`src/rtl/hazard_scoreboard_unit_if.sv`:
```
// Handshake bundle between the ID-stage pipeline control and the hazard
// scoreboard. The pipeline side (master) presents the decoded ID instruction
// and EX events; the scoreboard side (slave) returns hold/flush/bubble controls.
interface hazard_scoreboard_unit_if #(
  parameter int REG_ADDR_W = 5,
  parameter int NUM_SRC    = 2,
  parameter int PERF_W     = 16
);
  logic                          id_valid;
  logic [NUM_SRC*REG_ADDR_W-1:0] id_src_addr;
  logic [NUM_SRC-1:0]            id_src_valid;
  logic [REG_ADDR_W-1:0]         id_rd_addr;
  logic                          id_reg_write;
  logic                          id_mem_read;
  logic                          id_mc;
  logic                          mc_done;
  logic                          ex_branch_taken;
  logic                          stall_pc;
  logic                          bubble_id_ex;
  logic                          freeze_ex;
  logic                          flush_if_id;
  logic                          flush_id_ex;
  logic                          mc_error;
  logic [PERF_W-1:0]             stall_count;

  modport master (
    output id_valid, id_src_addr, id_src_valid, id_rd_addr, id_reg_write,
           id_mem_read, id_mc, mc_done, ex_branch_taken,
    input  stall_pc, bubble_id_ex, freeze_ex, flush_if_id, flush_id_ex,
           mc_error, stall_count
  );

  modport slave (
    input  id_valid, id_src_addr, id_src_valid, id_rd_addr, id_reg_write,
           id_mem_read, id_mc, mc_done, ex_branch_taken,
    output stall_pc, bubble_id_ex, freeze_ex, flush_if_id, flush_id_ex,
           mc_error, stall_count
  );
endinterface

```
`src/rtl/hazard_scoreboard_unit.sv`:
```
// Scoreboard hazard controller beside the ID stage.
// Tracks outstanding load destinations with per-register down-counters,
// sequences multi-cycle EX operations with a busy FSM and timeout, gives
// taken-branch flushes priority over load-use stalls, and counts bubbles.
//
// state   | meaning
// IDLE    | no multi-cycle op in EX; branches may flush
// MC_BUSY | multi-cycle op in EX; pipe frozen until mc_done or timeout
module hazard_scoreboard_unit #(
  parameter int REG_ADDR_W   = 5,
  parameter int NUM_SRC      = 2,
  parameter int LOAD_LATENCY = 1,
  parameter int MC_TIMEOUT   = 64,
  parameter int PERF_W       = 16
) (
  input logic                    clk,
  input logic                    rst,
  hazard_scoreboard_unit_if.slave hz
);

  localparam int NUM_REGS = 1 << REG_ADDR_W;
  localparam int CNT_W    = $clog2(LOAD_LATENCY + 1);
  localparam int TMR_W    = $clog2(MC_TIMEOUT);

  typedef enum logic {
    IDLE    = 1'b0,
    MC_BUSY = 1'b1
  } state_t;

  state_t             state, state_n;
  logic [TMR_W-1:0]   timer, timer_n;
  logic               err_set;
  logic [CNT_W-1:0]   cnt [NUM_REGS];
  logic               load_use;
  logic               freeze;
  logic               flush;
  logic               stall;
  logic               bubble;
  logic               issue;
  logic               load_set;
  logic               mc_error_q;
  logic [PERF_W-1:0]  stall_count_q;

  // A source hazard exists when any read port names a register with a load still in flight.
  always_comb begin
    load_use = 1'b0;
    for (int i = 0; i < NUM_SRC; i++) begin
      if (hz.id_src_valid[i] &&
          (hz.id_src_addr[i*REG_ADDR_W +: REG_ADDR_W] != '0) &&
          (cnt[hz.id_src_addr[i*REG_ADDR_W +: REG_ADDR_W]] != '0)) begin
        load_use = 1'b1;
      end
    end
    load_use = load_use & hz.id_valid;
  end

  // Pipeline controls; a taken branch outranks a load-use stall, but not a freeze.
  always_comb begin
    freeze   = (state == MC_BUSY) && !hz.mc_done;
    flush    = hz.ex_branch_taken && (state == IDLE);
    stall    = freeze || (load_use && !flush);
    bubble   = load_use && !freeze && !flush;
    issue    = hz.id_valid && !stall && !flush;
    load_set = issue && hz.id_mem_read && hz.id_reg_write && (hz.id_rd_addr != '0);
  end

  assign hz.stall_pc     = stall;
  assign hz.bubble_id_ex = bubble;
  assign hz.freeze_ex    = freeze;
  assign hz.flush_if_id  = flush;
  assign hz.flush_id_ex  = flush;
  assign hz.mc_error     = mc_error_q;
  assign hz.stall_count  = stall_count_q;

  // Per-register countdown: an issuing load reloads its rd, everything else drains, even when frozen.
  always_ff @(posedge clk or posedge rst) begin
    if (rst) begin
      for (int r = 0; r < NUM_REGS; r++) begin
        cnt[r] <= '0;
      end
    end else begin
      for (int r = 0; r < NUM_REGS; r++) begin
        if (load_set && (hz.id_rd_addr == REG_ADDR_W'(r))) begin
          cnt[r] <= CNT_W'(LOAD_LATENCY);
        end else if (cnt[r] != '0) begin
          cnt[r] <= cnt[r] - CNT_W'(1);
        end
      end
    end
  end

  // Multi-cycle sequencer next state; mc_done beats the timeout when both land together.
  always_comb begin
    state_n = state;
    timer_n = timer;
    err_set = 1'b0;
    case (state)
      IDLE: begin
        if (issue && hz.id_mc) begin
          state_n = MC_BUSY;
          timer_n = '0;
        end
      end
      MC_BUSY: begin
        if (hz.mc_done) begin
          // freeze is low here, so the next op can issue straight back in
          timer_n = '0;
          state_n = (issue && hz.id_mc) ? MC_BUSY : IDLE;
        end else if (timer == TMR_W'(MC_TIMEOUT - 1)) begin
          state_n = IDLE;
          timer_n = '0;
          err_set = 1'b1;
        end else begin
          timer_n = timer + TMR_W'(1);
        end
      end
      default: begin
        state_n = IDLE;
        timer_n = '0;
      end
    endcase
  end

  // Sequencer state, timer and sticky timeout flag.
  always_ff @(posedge clk or posedge rst) begin
    if (rst) begin
      state      <= IDLE;
      timer      <= '0;
      mc_error_q <= 1'b0;
    end else begin
      state <= state_n;
      timer <= timer_n;
      if (err_set) begin
        mc_error_q <= 1'b1;
      end
    end
  end

  // Saturating count of cycles in which a load-use bubble was actually inserted.
  always_ff @(posedge clk or posedge rst) begin
    if (rst) begin
      stall_count_q <= '0;
    end else if (bubble && (stall_count_q != {PERF_W{1'b1}})) begin
      stall_count_q <= stall_count_q + PERF_W'(1);
    end
  end

endmodule

```
`src/flat_wrapper.sv`:
```
// flat-port wrapper written by rule: the top's interface ports become plain ports
module hazard_scoreboard_unit_flat 
#(
  parameter int REG_ADDR_W   = 5,
  parameter int NUM_SRC      = 2,
  parameter int LOAD_LATENCY = 1,
  parameter int MC_TIMEOUT   = 64,
  parameter int PERF_W       = 16
)
  (clk, rst, hz_id_valid, hz_id_src_addr, hz_id_src_valid, hz_id_rd_addr, hz_id_reg_write, hz_id_mem_read, hz_id_mc, hz_mc_done, hz_ex_branch_taken, hz_stall_pc, hz_bubble_id_ex, hz_freeze_ex, hz_flush_if_id, hz_flush_id_ex, hz_mc_error, hz_stall_count);
  hazard_scoreboard_unit_if #(.REG_ADDR_W(REG_ADDR_W), .NUM_SRC(NUM_SRC), .PERF_W(PERF_W)) hz_i ();
  input logic clk;
  input logic rst;
  input wire logic [$bits(hz_i.id_valid)-1:0] hz_id_valid;
  input wire logic [$bits(hz_i.id_src_addr)-1:0] hz_id_src_addr;
  input wire logic [$bits(hz_i.id_src_valid)-1:0] hz_id_src_valid;
  input wire logic [$bits(hz_i.id_rd_addr)-1:0] hz_id_rd_addr;
  input wire logic [$bits(hz_i.id_reg_write)-1:0] hz_id_reg_write;
  input wire logic [$bits(hz_i.id_mem_read)-1:0] hz_id_mem_read;
  input wire logic [$bits(hz_i.id_mc)-1:0] hz_id_mc;
  input wire logic [$bits(hz_i.mc_done)-1:0] hz_mc_done;
  input wire logic [$bits(hz_i.ex_branch_taken)-1:0] hz_ex_branch_taken;
  output wire logic [$bits(hz_i.stall_pc)-1:0] hz_stall_pc;
  output wire logic [$bits(hz_i.bubble_id_ex)-1:0] hz_bubble_id_ex;
  output wire logic [$bits(hz_i.freeze_ex)-1:0] hz_freeze_ex;
  output wire logic [$bits(hz_i.flush_if_id)-1:0] hz_flush_if_id;
  output wire logic [$bits(hz_i.flush_id_ex)-1:0] hz_flush_id_ex;
  output wire logic [$bits(hz_i.mc_error)-1:0] hz_mc_error;
  output wire logic [$bits(hz_i.stall_count)-1:0] hz_stall_count;
  assign hz_i.id_valid = hz_id_valid;
  assign hz_i.id_src_addr = hz_id_src_addr;
  assign hz_i.id_src_valid = hz_id_src_valid;
  assign hz_i.id_rd_addr = hz_id_rd_addr;
  assign hz_i.id_reg_write = hz_id_reg_write;
  assign hz_i.id_mem_read = hz_id_mem_read;
  assign hz_i.id_mc = hz_id_mc;
  assign hz_i.mc_done = hz_mc_done;
  assign hz_i.ex_branch_taken = hz_ex_branch_taken;
  assign hz_stall_pc = hz_i.stall_pc;
  assign hz_bubble_id_ex = hz_i.bubble_id_ex;
  assign hz_freeze_ex = hz_i.freeze_ex;
  assign hz_flush_if_id = hz_i.flush_if_id;
  assign hz_flush_id_ex = hz_i.flush_id_ex;
  assign hz_mc_error = hz_i.mc_error;
  assign hz_stall_count = hz_i.stall_count;
  hazard_scoreboard_unit #(.REG_ADDR_W(REG_ADDR_W), .NUM_SRC(NUM_SRC), .LOAD_LATENCY(LOAD_LATENCY), .MC_TIMEOUT(MC_TIMEOUT), .PERF_W(PERF_W)) u_core (.clk(clk), .rst(rst), .hz(hz_i));
endmodule
```
`config.mk`:
```
export PLATFORM = sky130hd
export DESIGN_NAME = hazard_scoreboard_unit_flat
export DESIGN_NICKNAME = d
export VERILOG_FILES = /design/src/rtl/hazard_scoreboard_unit_if.sv /design/src/rtl/hazard_scoreboard_unit.sv /design/src/flat_wrapper.sv
export SDC_FILE = /design/constraint.sdc
export NUM_CORES = 1
export LEC_CHECK = 0
export CORE_MARGIN = 2
export CORE_UTILIZATION = 50
export CTS_CLUSTER_DIAMETER = 120
export DETAILED_ROUTE_END_ITERATION = 10
export PLACE_DENSITY = 0.72
export SETUP_SLACK_MARGIN = 0.3
export SLEW_MARGIN = 20
export SYNTH_ARGS = -nofsm -noshare
export SYNTH_HDL_FRONTEND = slang
export SYNTH_SLANG_ARGS = --single-unit
export TNS_END_PERCENT = 100
```
`constraint.sdc`:
```
create_clock -name clk -period 3.6 [get_ports clk]
set_clock_uncertainty 0.05 [all_clocks]
set_input_delay 0.72 -clock clk [delete_from_list [all_inputs] [get_ports clk]]
set_output_delay 0.72 -clock clk [all_outputs]
set_load 0.1 [all_outputs]
```
; After elaboration in Yosys (flattened, before gate mapping)
; Index checks and enable logic that the tools add are counted.
[word_totals]
output_inout_bits = 22
wordCells = 250
inputBits = 25
reg_bits = 56
[op_classes]
add_sub_neg = 34
n_bitwise = 4
n_eq_ne = 34
reduce_logical = 57
magnitude_cmp = 2
muxes = 83
[op_table]
columns = cell, n
row1 = "== test 5 bit, second input constant", 16
row2 = 2-to-1 mux 1 bit, 76
row3 = logical AND 1 bit, 48
row4 = "== test 5 x 4 -> 1 bit, second input constant", 8
row5 = "subtractor 1 bit, second input constant", 32
row6 = "== test 5 x 3 -> 1 bit, second input constant", 4
row7 = 2-to-1 mux 6 bit, 3
row8 = "adder 16 x 1 -> 16 bit, second input constant", 1
row9 = "inequality test 16 bit, second input constant", 1
row10 = nonzero test 5 bit, 3
row11 = "greater-or-equal comparator 6 bit, second input constant", 2
row12 = NOT 5 -> 6 bit, 2
row13 = case mux 6 bit (2 select lines), 1
row14 = binary-select mux 1 bit (select 5 bit), 2
row15 = "== test 5 x 2 -> 1 bit, second input constant", 2
row16 = "adder 6 x 1 -> 6 bit, second input constant", 1
row17 = "== test 6 bit, second input constant", 1
row18 = "== test 5 x 1 -> 1 bit, second input constant", 1
row19 = zero test 5 bit, 1
row20 = zero test 1 bit, 4
row21 = "inequality test 2 bit, second input constant", 1
row22 = case mux 1 bit (2 select lines), 1
row23 = AND 1 bit, 1
row24 = logical OR 1 bit, 1
row25 = NOT 1 bit, 1

; Logic depth before layout (Yosys ltp)
[logic_depth]
ltp_word = 18
depth_mapped = 9
ltp_nobuf = 8

; Worst setup path before layout
; No wires, ideal clock.
[synth_path]
kind = in2out
from = in hz_id_src_addr[5]
to = out hz_stall_pc
required_time_ns = 2.830
path_buffers = 2
stages = 9
slack_ns = -0.036
arrival_ns = 2.866
cell_sequence = buf_2 > mux4_2 > a22oi_1 > nand4b_1 > and3_1 > a21o_1 > buf_6 > nand3_1 > nand2_1
[synth_between]
elab_chain_cells = 9
word_cells_on_any_way = 11
cone_classes = mux (4) / bitwise (2) / reduce/logical (5)
[synth_rtl]
columns = item, line
row1 = from (decl), flat_wrapper.sv:15  ; input wire logic [$bits(hz_i.id_src_addr)-1:0] hz_id_src_addr;
row2 = NOT 5 -> 6 bit (not written as such), hazard_scoreboard_unit.sv:50  ; (cnt[hz.id_src_addr[i*REG_ADDR_W +: REG_ADDR_W]] != '0)) begin
row3 = binary-select mux 1 bit (select 5 bit), hazard_scoreboard_unit.sv:50
row4 = 2-to-1 mux 1 bit (not written as such) (2 in a row), hazard_scoreboard_unit.sv:50
row5 = logical AND 1 bit (*), hazard_scoreboard_unit.sv:49  ; (hz.id_src_addr[i*REG_ADDR_W +: REG_ADDR_W] != '0) &&
row6 = 2-to-1 mux 1 bit (*), hazard_scoreboard_unit.sv:48  ; if (hz.id_src_valid[i] &&
row7 = AND 1 bit (*), hazard_scoreboard_unit.sv:54  ; load_use = load_use & hz.id_valid;
row8 = logical AND 1 bit (*), hazard_scoreboard_unit.sv:61  ; stall = freeze || (load_use && !flush);
row9 = logical OR 1 bit (*), hazard_scoreboard_unit.sv:61
row10 = to (decl), flat_wrapper.sv:23  ; output wire logic [$bits(hz_i.stall_pc)-1:0] hz_stall_pc;
; Every way passes the cells marked *; elsewhere a longest branch is shown, timed or not. The select of a mux whose other input is x is not followed.

; Worst setup path in the final report
[layout_path]
from = in hz_id_src_addr[4]
to = out hz_stall_pc
[layout_between]
elab_chain_cells = 10
word_cells_on_any_way = 12
cone_classes = mux (5) / bitwise (2) / reduce/logical (5)
[layout_rtl]
columns = item, line
row1 = NOT 5 -> 6 bit (not written as such), hazard_scoreboard_unit.sv:50
row2 = binary-select mux 1 bit (select 5 bit), hazard_scoreboard_unit.sv:50
row3 = 2-to-1 mux 1 bit (not written as such) (2 in a row), hazard_scoreboard_unit.sv:50
row4 = logical AND 1 bit (*), hazard_scoreboard_unit.sv:49
row5 = 2-to-1 mux 1 bit (*) (2 in a row), hazard_scoreboard_unit.sv:48
row6 = AND 1 bit (*), hazard_scoreboard_unit.sv:54
row7 = logical AND 1 bit (*), hazard_scoreboard_unit.sv:61
row8 = logical OR 1 bit (*), hazard_scoreboard_unit.sv:61
; Marks and branches as above.

==> metrics <==
TNS Setup 0 ns; Max transition margin 34.4%; via count 2290; CP max stage delay 0.50 ns; Finished Cell Area 3820 sq um; Synth area leader dfrtp_1; hpwl dp 4.99 mm; area of the core 5850 sq um; fillers 466; total die area 6590 sq um; Least-Margin Pin Slew 0.981 ns; Synth Warn # 0; TritonCTS buffer count 5; Power Dens Cells 407 nW/um^2; Top FF cell, synth dfrtp_1; initial core utilization 50.9%; WP buf/inv 2; Layout Utilization 65.3%; Root Buffer clkbuf_8; Mapped Area 2980 sq um; Chip Width 81.2 um; most frequent cells in the layout dfrtp_1, clkdlybuf4s50_1, buf_4; EDFF count, synth 0; LEAKAGE 1.67 nW; top post-synthesis cells by area dfrtp_1, mux4_2, xnor2_1; Seq/Total Area, Yosys 47.1%; Comb pwr share 29.0%; post-CTS setup repair buffer count 0; hold worst-path end u_core.hz.mc_error; I/O Buffers 46; switching power total 0.538 mW; WP data arrival 2.51 ns; Tot GR Track Use 21.3%; Max-cap violations 0; Worst Hold Path Cells 1; internal reg-to-reg setup slack 0.97 ns; status finished clean; H-tree Lvls 2; DR WL/cell 16.3 um; wire length on met3 322 um; DRT Pass-1 Iters 4; site row count 28; Final Hold Vio Count 0; area share of the largest cell type after synthesis 47.1%; latest clock arrival within the worst-skew pair 0.31 ns; RR Endpoint u_core.cnt[7]; fraction of registers with async set/reset 100%; fmax 0.305 GHz; Area Growth Syn to Fin 28.4%; first-pass GRT wire length 10.7 mm; Post-Syn Nets 297; Critical Path End Type output port; critical path class in2out; met1 WL 3.03 mm; Post-DP Area 3650 sq um; Critical Path Start Type primary input; Pins Over Slew Limit 0; R2R depth 9; Vias/cell 5.61; Residual DRC 0; CTS tree built; CP max stage cell clkdlybuf4s50_1; Max Root-Sink Buffers 2; Clk network pwr share 26.4%; post-synthesis area per instance 11.0 sq um; Seq pwr share 44.6%; synthesis-stage register bit count 56; Yosys cell types 47; Layout Nets 359; largest net degree at the start of global routing 31; Crit Reg-Reg Startpoint u_core.cnt[16]; share of cells above drive strength 1 21.6%; minimum clock period after layout 3.28 ns; Clock Sinks 56; diode count 0; antenna viol nets, final 0; crit-path leading delay family buffers and inverters; WL met2 3.22 mm; crit share post-route 91.1%; critical path data required time 2.83 ns; worst hold-check path type reg2reg; Die Ht 81.2 um; Switching Share 34.6%; Top-Level Pins 47; hold path start u_core.hz.mc_error; crit-path cells clkdlybuf4s50_1 -> or2_2 -> a41o_1 -> o2111a_1 -> a21o_1 -> nand3_2 -> nand2_4 -> buf_12; top layer in use met4; initial drt markers 104; Peak supply drop 0.000498 V; total congestion overflow 0; RSZ-0062 raised after global routing true; Post-Synthesis Cells 270; Max Fanout on Critical Path 4; vias in the first global route 2144; Clock transition at path regs 0.10 ns; Total Wirelength 6.64 mm; most common cell after layout, fill and taps aside dfrtp_1; initial antenna violation count 0; Int Power 1.02 mW; GP Congestion 0.809; # setup viols final 0
[state kept, by name, indices dropped and copies added, names as in the netlist]
name and flops:
u_core.state 1, u_core.hz.stall_count 16, u_core.hz.mc_error 1, u_core.cnt 32, u_core.timer 6
[how the worst max path moves through the flow]
stage | start | endpoint | slack (ns) | depth (start not counted)
2_1_floorplan | hz_id_src_addr[5] | hz_stall_pc | 0.26 | 9
4_1_cts | hz_id_src_addr[5] | hz_stall_pc | 0.30 | 11
5_1_grt | hz_id_src_addr[0] | hz_stall_pc | 0.26 | 10
3_3_place_gp | hz_id_src_addr[0] | hz_stall_pc | -0.17 | 10
3_5_place_dp | hz_id_src_addr[0] | hz_stall_pc | -0.17 | 10
6_report | hz_id_src_addr[4] | hz_stall_pc | 0.32 | 8
[per-layer routing]
metal	vias up	track usage [%]
li1	1104	-
met1	1120	31.8
met2	60	32.2
met3	6	4.11
met4	0	5.59
met5	-	0
[cells by family (layout without fill, tap and decap cells)]
kind of cell               count (synthesis)  in the layout  share of synthesized area [%]
buffers and inverters                     22             85                           3.91
other                                      1              1                          0.126
adders and majority gates                  2              2                          0.841
xor gates and xnor gates                  14             14                           4.12
and+or+nand+nor                          128            128                           24.6
AOI/OAI and AO/OA                         21             21                           4.83
DFF                                       56             56                           47.1
muxes                                     26             26                           14.5
[synth_stat cells, types with 2 or more instances]
cell / instances
dfrtp_1: 56
nand2_1: 21
nor2_1: 16
nor3_1: 16
nand3_1: 15
mux4_2: 13
xnor2_1: 13
mux2i_1: 10
nand2b_1: 10
and3_1: 9
nor4_1: 9
o21ai_0: 8
clkbuf_1: 7
inv_1: 7
nand4_1: 6
nand3b_1: 4
a21o_1: 3
and2_1: 3
buf_2: 3
buf_6: 3
nor2b_1: 3
a22oi_1: 2
a31oi_1: 2
buf_4: 2
ha_1: 2
mux2_2: 2
nand4b_1: 2
nor4_2: 2
nor4b_1: 2
o22ai_1: 2
[power by group through the flow]
stage	registers (mW)	clock network, mW	logic, mW
3_5_place_dp	0.705	0	0.448
5_1_grt	0.697	0.447	0.477
3_3_place_gp	0.703	0	0.440
4_1_cts	0.693	0.420	0.452
2_1_floorplan	0.846	0	0.170
6_report	0.693	0.410	0.451
[through the flow]
step	total power, mW	hold slack [ns]	worst slack (ns)	std cells
global placement	1.14	0.390	-0.168	399
floorplan	1.02	0.428	0.256	270
detailed placement	1.15	0.395	-0.172	399
finish	1.55	0.413	0.319	408
global route	1.62	0.459	0.262	408
CTS	1.56	0.419	0.303	408
[cell type report]
type                       count  area [sq um]  area share (%)
clock buffer                   6          72.6            1.90
clock inverter                 2          38.8            1.02
inverter                       7          26.3           0.688
multi-input combinational    192          1500            39.3
sequential                    56          1400            36.7
tap                           75          93.8            2.46
timing repair buffer          70           688            18.0
[worst reg2reg max path, stage by stage, from the launching register on]
cell and delay, ns:
dfrtp_1 0.41, mux4_2 0.46, mux2_4 0.28, nor3b_4 0.18
nor2b_1 0.07, a21o_1 0.24, buf_4 0.20, nand2b_1 0.22
buf_4 0.19, nor3_1 0.22
[repair_timing]
| action | in CTS | in global routing |
|---|---|---|
| endpoints found under the setup margin | 2 | 2 |
| hold endpoints to repair | 0 | 0 |
| cloned | 1 | 0 |
| pin swaps | 6 | 9 |
| gates resized for setup | 19 | 12 |
| hold buffers | 0 | 0 |
(Power assumes the default switching activity.)
